[src/rtl/rev_serial_alu_if.sv]
// Bundles the operation request and result signals of rev_serial_alu.
//   start/op/a/b          : request side, driven by the master
//   busy/done/result/
//   cout/zero             : status and result side, driven by the ALU (slave)
interface rev_serial_alu_if #(
  parameter int unsigned WIDTH = 32
);

  logic             start;
  logic [1:0]       op;
  logic [WIDTH-1:0] a;
  logic [WIDTH-1:0] b;
  logic             busy;
  logic             done;
  logic [WIDTH-1:0] result;
  logic             cout;
  logic             zero;

  modport master (
    output start, op, a, b,
    input  busy, done, result, cout, zero
  );

  modport slave (
    input  start, op, a, b,
    output busy, done, result, cout, zero
  );

endinterface

[src/rtl/rev_serial_alu.sv]
// Bit-serial ALU built from reversible Peres cells. One operand bit is
// resolved per clock, LSB first, so an operation takes WIDTH cycles in RUN
// followed by a single DONE cycle that pulses done.
//
// Ports:
//   clk  : clock, all state changes on the rising edge
//   rst  : synchronous active-high reset
//   bus  : rev_serial_alu_if slave modport
//          start  - request, sampled only in IDLE
//          op     - 00 ADD, 01 SUB, 10 AND, 11 XOR
//          a, b   - operands, captured when start is accepted
//          busy   - high for the WIDTH cycles spent in RUN
//          done   - one-cycle pulse, result/cout/zero valid from then on
//          result - registered result, held until the next acceptance
//          cout   - final carry for ADD/SUB (SUB: 1 = no borrow), 0 otherwise
//          zero   - result == 0, registered together with result
module rev_serial_alu #(
  parameter int unsigned WIDTH = 32
) (
  input  logic             clk,
  input  logic             rst,
  rev_serial_alu_if.slave  bus
);

  localparam int unsigned CNT_W = $clog2(WIDTH);

  localparam logic [1:0] ST_IDLE = 2'd0;
  localparam logic [1:0] ST_RUN  = 2'd1;
  localparam logic [1:0] ST_DONE = 2'd2;

  localparam logic [1:0] OP_ADD = 2'b00;
  localparam logic [1:0] OP_SUB = 2'b01;
  localparam logic [1:0] OP_AND = 2'b10;
  localparam logic [1:0] OP_XOR = 2'b11;

  logic [1:0]       state;
  logic [1:0]       state_next;
  logic [CNT_W-1:0] bit_cnt;
  logic [WIDTH-1:0] a_sr;
  logic [WIDTH-1:0] b_sr;
  logic [WIDTH-1:0] res_sr;
  logic [1:0]       op_reg;
  logic             carry;

  logic             busy_r;
  logic             done_r;
  logic [WIDTH-1:0] result_r;
  logic             cout_r;
  logic             zero_r;

  logic             accept;
  logic             last_bit;
  logic             is_arith;
  logic             q1;
  logic             r1;
  logic             q2;
  logic             r2;
  logic             bit_res;
  logic [WIDTH-1:0] res_next;

  // Peres cell (P=A, Q=A^B, R=(A&B)^C); P is a pass-through of A and is not
  // needed downstream, so only {Q,R} is returned.
  function automatic logic [1:0] peres_qr(input logic pa, input logic pb, input logic pc);
    return {pa ^ pb, (pa & pb) ^ pc};
  endfunction

  assign accept   = (state == ST_IDLE) && bus.start;
  assign last_bit = (bit_cnt == CNT_W'(WIDTH - 1));
  assign is_arith = ~op_reg[1];

  // Two cascaded Peres cells: first gives a^b and a&b, second folds in the carry.
  always_comb begin
    {q1, r1} = peres_qr(a_sr[0], b_sr[0], 1'b0);
    {q2, r2} = peres_qr(q1, carry, r1);
  end

  // Per-bit result selection by operation.
  always_comb begin
    bit_res = 1'b0;
    case (op_reg)
      OP_ADD, OP_SUB: bit_res = q2;
      OP_AND:         bit_res = r1;
      OP_XOR:         bit_res = q1;
      default:        bit_res = 1'b0;
    endcase
  end

  // Result shift register after this edge's bit is shifted in at the MSB.
  assign res_next = {bit_res, res_sr[WIDTH-1:1]};

  // Next-state logic.
  always_comb begin
    state_next = state;
    case (state)
      ST_IDLE: if (bus.start) state_next = ST_RUN;
      ST_RUN:  if (last_bit)  state_next = ST_DONE;
      ST_DONE: state_next = ST_IDLE;
      default: state_next = ST_IDLE;
    endcase
  end

  // State register with registered busy/done decoded from the next state.
  always_ff @(posedge clk) begin
    if (rst) begin
      state  <= ST_IDLE;
      busy_r <= 1'b0;
      done_r <= 1'b0;
    end else begin
      state  <= state_next;
      busy_r <= (state_next == ST_RUN);
      done_r <= (state_next == ST_DONE);
    end
  end

  // Operand capture, serial datapath and result publication.
  always_ff @(posedge clk) begin
    if (rst) begin
      bit_cnt  <= '0;
      a_sr     <= '0;
      b_sr     <= '0;
      res_sr   <= '0;
      op_reg   <= OP_ADD;
      carry    <= 1'b0;
      result_r <= '0;
      cout_r   <= 1'b0;
      zero_r   <= 1'b1;
    end else if (accept) begin
      // SUB is a + ~b + 1: invert b and preload the carry.
      a_sr    <= bus.a;
      b_sr    <= (bus.op == OP_SUB) ? ~bus.b : bus.b;
      op_reg  <= bus.op;
      carry   <= (bus.op == OP_SUB);
      bit_cnt <= '0;
      res_sr  <= '0;
    end else if (state == ST_RUN) begin
      a_sr   <= a_sr >> 1;
      b_sr   <= b_sr >> 1;
      res_sr <= res_next;
      if (is_arith) begin
        carry <= r2;
      end
      if (last_bit) begin
        result_r <= res_next;
        cout_r   <= is_arith ? r2 : 1'b0;
        zero_r   <= (res_next == '0);
      end else begin
        // Counter saturates at WIDTH-1; the FSM leaves RUN on that edge.
        bit_cnt <= bit_cnt + CNT_W'(1);
      end
    end
  end

  assign bus.busy   = busy_r;
  assign bus.done   = done_r;
  assign bus.result = result_r;
  assign bus.cout   = cout_r;
  assign bus.zero   = zero_r;

endmodule

[src/flat_wrapper.sv]
// flat-port wrapper written by rule: the top's interface ports become plain ports
module rev_serial_alu_flat 
#(
  parameter int unsigned WIDTH = 32
)
  (clk, rst, bus_start, bus_op, bus_a, bus_b, bus_busy, bus_done, bus_result, bus_cout, bus_zero);
  rev_serial_alu_if #(.WIDTH(WIDTH)) bus_i ();
  input  logic clk;
  input  logic rst;
  input wire logic [$bits(bus_i.start)-1:0] bus_start;
  input wire logic [$bits(bus_i.op)-1:0] bus_op;
  input wire logic [$bits(bus_i.a)-1:0] bus_a;
  input wire logic [$bits(bus_i.b)-1:0] bus_b;
  output wire logic [$bits(bus_i.busy)-1:0] bus_busy;
  output wire logic [$bits(bus_i.done)-1:0] bus_done;
  output wire logic [$bits(bus_i.result)-1:0] bus_result;
  output wire logic [$bits(bus_i.cout)-1:0] bus_cout;
  output wire logic [$bits(bus_i.zero)-1:0] bus_zero;
  assign bus_i.start = bus_start;
  assign bus_i.op = bus_op;
  assign bus_i.a = bus_a;
  assign bus_i.b = bus_b;
  assign bus_busy = bus_i.busy;
  assign bus_done = bus_i.done;
  assign bus_result = bus_i.result;
  assign bus_cout = bus_i.cout;
  assign bus_zero = bus_i.zero;
  rev_serial_alu #(.WIDTH(WIDTH)) u_core (.clk(clk), .rst(rst), .bus(bus_i));
endmodule
[config.mk]
export PLATFORM = sky130hd
export DESIGN_NAME = rev_serial_alu_flat
export DESIGN_NICKNAME = d
export VERILOG_FILES = /design/src/rtl/rev_serial_alu_if.sv /design/src/rtl/rev_serial_alu.sv /design/src/flat_wrapper.sv
export SDC_FILE = /design/constraint.sdc
export NUM_CORES = 1
export LEC_CHECK = 0
export BUFFER_PORTS_ARGS = -buffer_cell sky130_fd_sc_hd__buf_2
export CORE_ASPECT_RATIO = 1.2
export CORE_MARGIN = 8
export CORE_UTILIZATION = 55
export CTS_CLUSTER_DIAMETER = 150
export DETAILED_ROUTE_END_ITERATION = 8
export PLACE_DENSITY = 0.79
export REMOVE_ABC_BUFFERS = 1
export SLEW_MARGIN = 20
export SYNTH_ARGS = -nofsm -noshare
export SYNTH_HDL_FRONTEND = slang
export SYNTH_SLANG_ARGS = --single-unit
[constraint.sdc]
create_clock -name clk -period 2.2 [get_ports clk]
set_clock_uncertainty 0.2 [all_clocks]
set_input_delay 0.55 -clock clk [delete_from_list [all_inputs] [get_ports clk]]
set_output_delay 0.55 -clock clk [all_outputs]
set_load 0.1 [all_outputs]
==> results.txt <==
outcome -> finished, final reports clean
antenna violations before repair -> 0
most common cell after layout, fill and taps aside -> nand2_1
cts bufs inserted -> 17
final WL -> 13.09 mm
pin count of the biggest net entering global routing -> 55
H-tree levels -> 4
Clock power frac -> 0.435
Post-synth EDFFs -> 0
grt total ovfl -> 0
Yosys reg bits -> 141
number of diodes -> 0
count of cell types in the netlist -> 34
Primary FF master, synth -> dfxtp_1
Int Pwr -> 4403 uW
Slew @ Worst Pin -> 0.5042 ns
final period utilization -> 0.9044
Synth Area per Inst -> 8.297 sq um
post-cts sizing count -> 0
worst hold margin -> 0.1851 ns
max cap viols -> 0
type of origin of the critical path -> register
Psw -> 1378 uW
Setup-failing EPs final -> 0
fill count -> 837
DIE WIDTH -> 108.9 microns
Fmax -> 502.6 MHz
num rows -> 40
vias in the first global route -> 4,945
logic gate share of total power -> 0.095
Area growth, synth to finish -> 19.63%
Clk pin slew, worst setup/hold paths -> 0.06 ns
Die H -> 127.4 microns
DP Wirelength -> 8.877 mm
RSZ-0062 raised after global routing -> no
Hold Crit Class -> input port to register
clock sinks -> 141
Core Box Area -> 10,060 sq um
Crit. End Element -> register
io pins -> 105
Setup CP Type -> register to register
sw frac -> 0.2384
global placer's final weighted congestion -> 0.7418
synthesized area -> 5692 sq um
Total GRT Usage -> 0.1903
register area share after synthesis -> 0.4959
Slew HR -> 0.6662
DR vias -> 4,984
share of layout cells above drive strength 1 -> 0.2005
maximum clock path buffer count -> 2
leak pwr -> 0.002655 uW
setup bufs post-CTS -> 0
first-pass GRT wire length -> 21.99 mm
asr flop ratio synth -> 0
P per Cell Area -> 849.0 nW/um^2
critical path required time -> 2.33 ns
1st-pass router iterations -> 5
Initial DRC Count -> 281
Seq pwr share -> 0.470
Port Buffers -> 104
Area after DPL -> 6295 sq um
peak supply drop -> 0.5152 mV
Power Total -> 5781 uW
endpoints failing hold -> 0
CP arrival -> 2.12 ns
via-per-instance ratio -> 5.483
register-to-register setup slack -> 0.21 ns
Synth warnings -> 0
Detail Route Antenna Nets -> 0
Clock Tree Root -> clkbuf_16
post-route cell area -> 6809 sq um
DRC -> 0
cells after synthesis -> 686
WL/cell -> 14.40 microns
Die ar. -> 13,870 sq um
most frequent cells in the layout -> 210 x nand2_1, 141 x dfxtp_1, 124 x a21oi_1
Starting Density -> 0.5658
hold_buf cts -> 0
CTS tree -> built
clk_lat worst skew -> 0.40 ns
CP Max Fanout -> 21
Final Max Slew Viols -> 0
fin crit period -> 1.990 ns
nets@finish -> 845
-- logic make-up after synthesis --
kind of cell             count (synthesis)  share of synthesized area
AO/OA/AOI/OAI                          191                     0.1983
XOR/XNOR                                35                    0.05386
adder cells (fa/ha/maj)                  4                    0.01011
buffers and inverters                   60                    0.05606
flip-flops                             141                     0.4959
multiplexers                             2                   0.003517
AND/OR/NAND/NOR                        253                     0.1822
-- critical path, cell delays in order (launching register included) --
cell and delay [ns]:
dfxtp_1 0.33, ha_1 0.22, and3_1 0.19, ha_1 0.25, nand2_1 0.21, buf_4 0.28, nand2_1 0.09, a21oi_1 0.15
-- per-layer routing --
layer | global-route usage | part of all wire | vias to the layer above
li1 | - | - | 2495
met1 | 0.2251 | 0.43 | 2334
met2 | 0.3218 | 0.50 | 144
met3 | 0.05734 | 0.065 | 11
met4 | 0.05408 | 0.0088 | 0
met5 | 0 | 0 | -
-- synthesized netlist by cell type, types with 4 or more instances --
cell type / count / area (sq um)
nand2_1: 210 / 788.3
dfxtp_1: 141 / 2823
a21oi_1: 124 / 620.6
a22oi_1: 53 / 397.9
xor2_1: 34 / 297.8
buf_2: 27 / 135.1
nor2_1: 18 / 67.56
clkbuf_1: 15 / 56.30
a311oi_1: 9 / 78.83
buf_4: 8 / 60.06
nor4_1: 7 / 43.79
buf_6: 4 / 45.04
-- power by group through the flow --
stage	registers, uW	clock network [uW]	logic (uW)
finish	2720	2520	549
global route	2730	2680	608
CTS	2720	2550	552
detailed placement	2770	0	550
global placement	2760	0	530
floorplan	2760	0	308
-- stage by stage --
| step | setup WS (ns) | TNS, ns | util | std cells |
|---|---|---|---|---|
| after global placement | 0.3193 | 0 | 0.6257 | 879 |
| after CTS | 0.1834 | 0 | 0.6769 | 909 |
| after global routing | 0.01177 | 0 | 0.6769 | 909 |
| after floorplan | -4.065 | -366.57 | - | 629 |
| final | 0.2102 | 0 | 0.6769 | 909 |
| after detailed placement | 0.2208 | 0 | 0.6257 | 879 |
-- worst paths after layout --
| path | startpoint | end | depth (start not counted) |
|---|---|---|---|
| min reg2reg | u_core.bus.cout$_SDFFE_PP0P_ | u_core.bus.cout$_SDFFE_PP0P_ | 2 |
| min | bus_a[31] | u_core.a_sr[31]$_SDFFE_PP0P_ | 3 |
| max | u_core.bit_cnt[0]$_SDFFE_PP0P_ | u_core.bus.result[15]$_SDFFE_PP0P_ | 7 |
| max reg2reg | u_core.bit_cnt[0]$_SDFFE_PP0P_ | u_core.bus.result[15]$_SDFFE_PP0P_ | 7 |
-- area by class of cell --
cell class / count / area [sq um] / share of cell area
clock buffers: 21 / 440.4 / 0.06468
clock inverters: 9 / 73.82 / 0.01084
inverters: 3 / 11.26 / 0.001654
multi-input cells: 485 / 2567 / 0.3771
flip-flops and latches: 141 / 2823 / 0.4146
well taps: 126 / 157.7 / 0.02315
repair buffers: 124 / 735.7 / 0.1080
(Power assumes the default switching activity.)
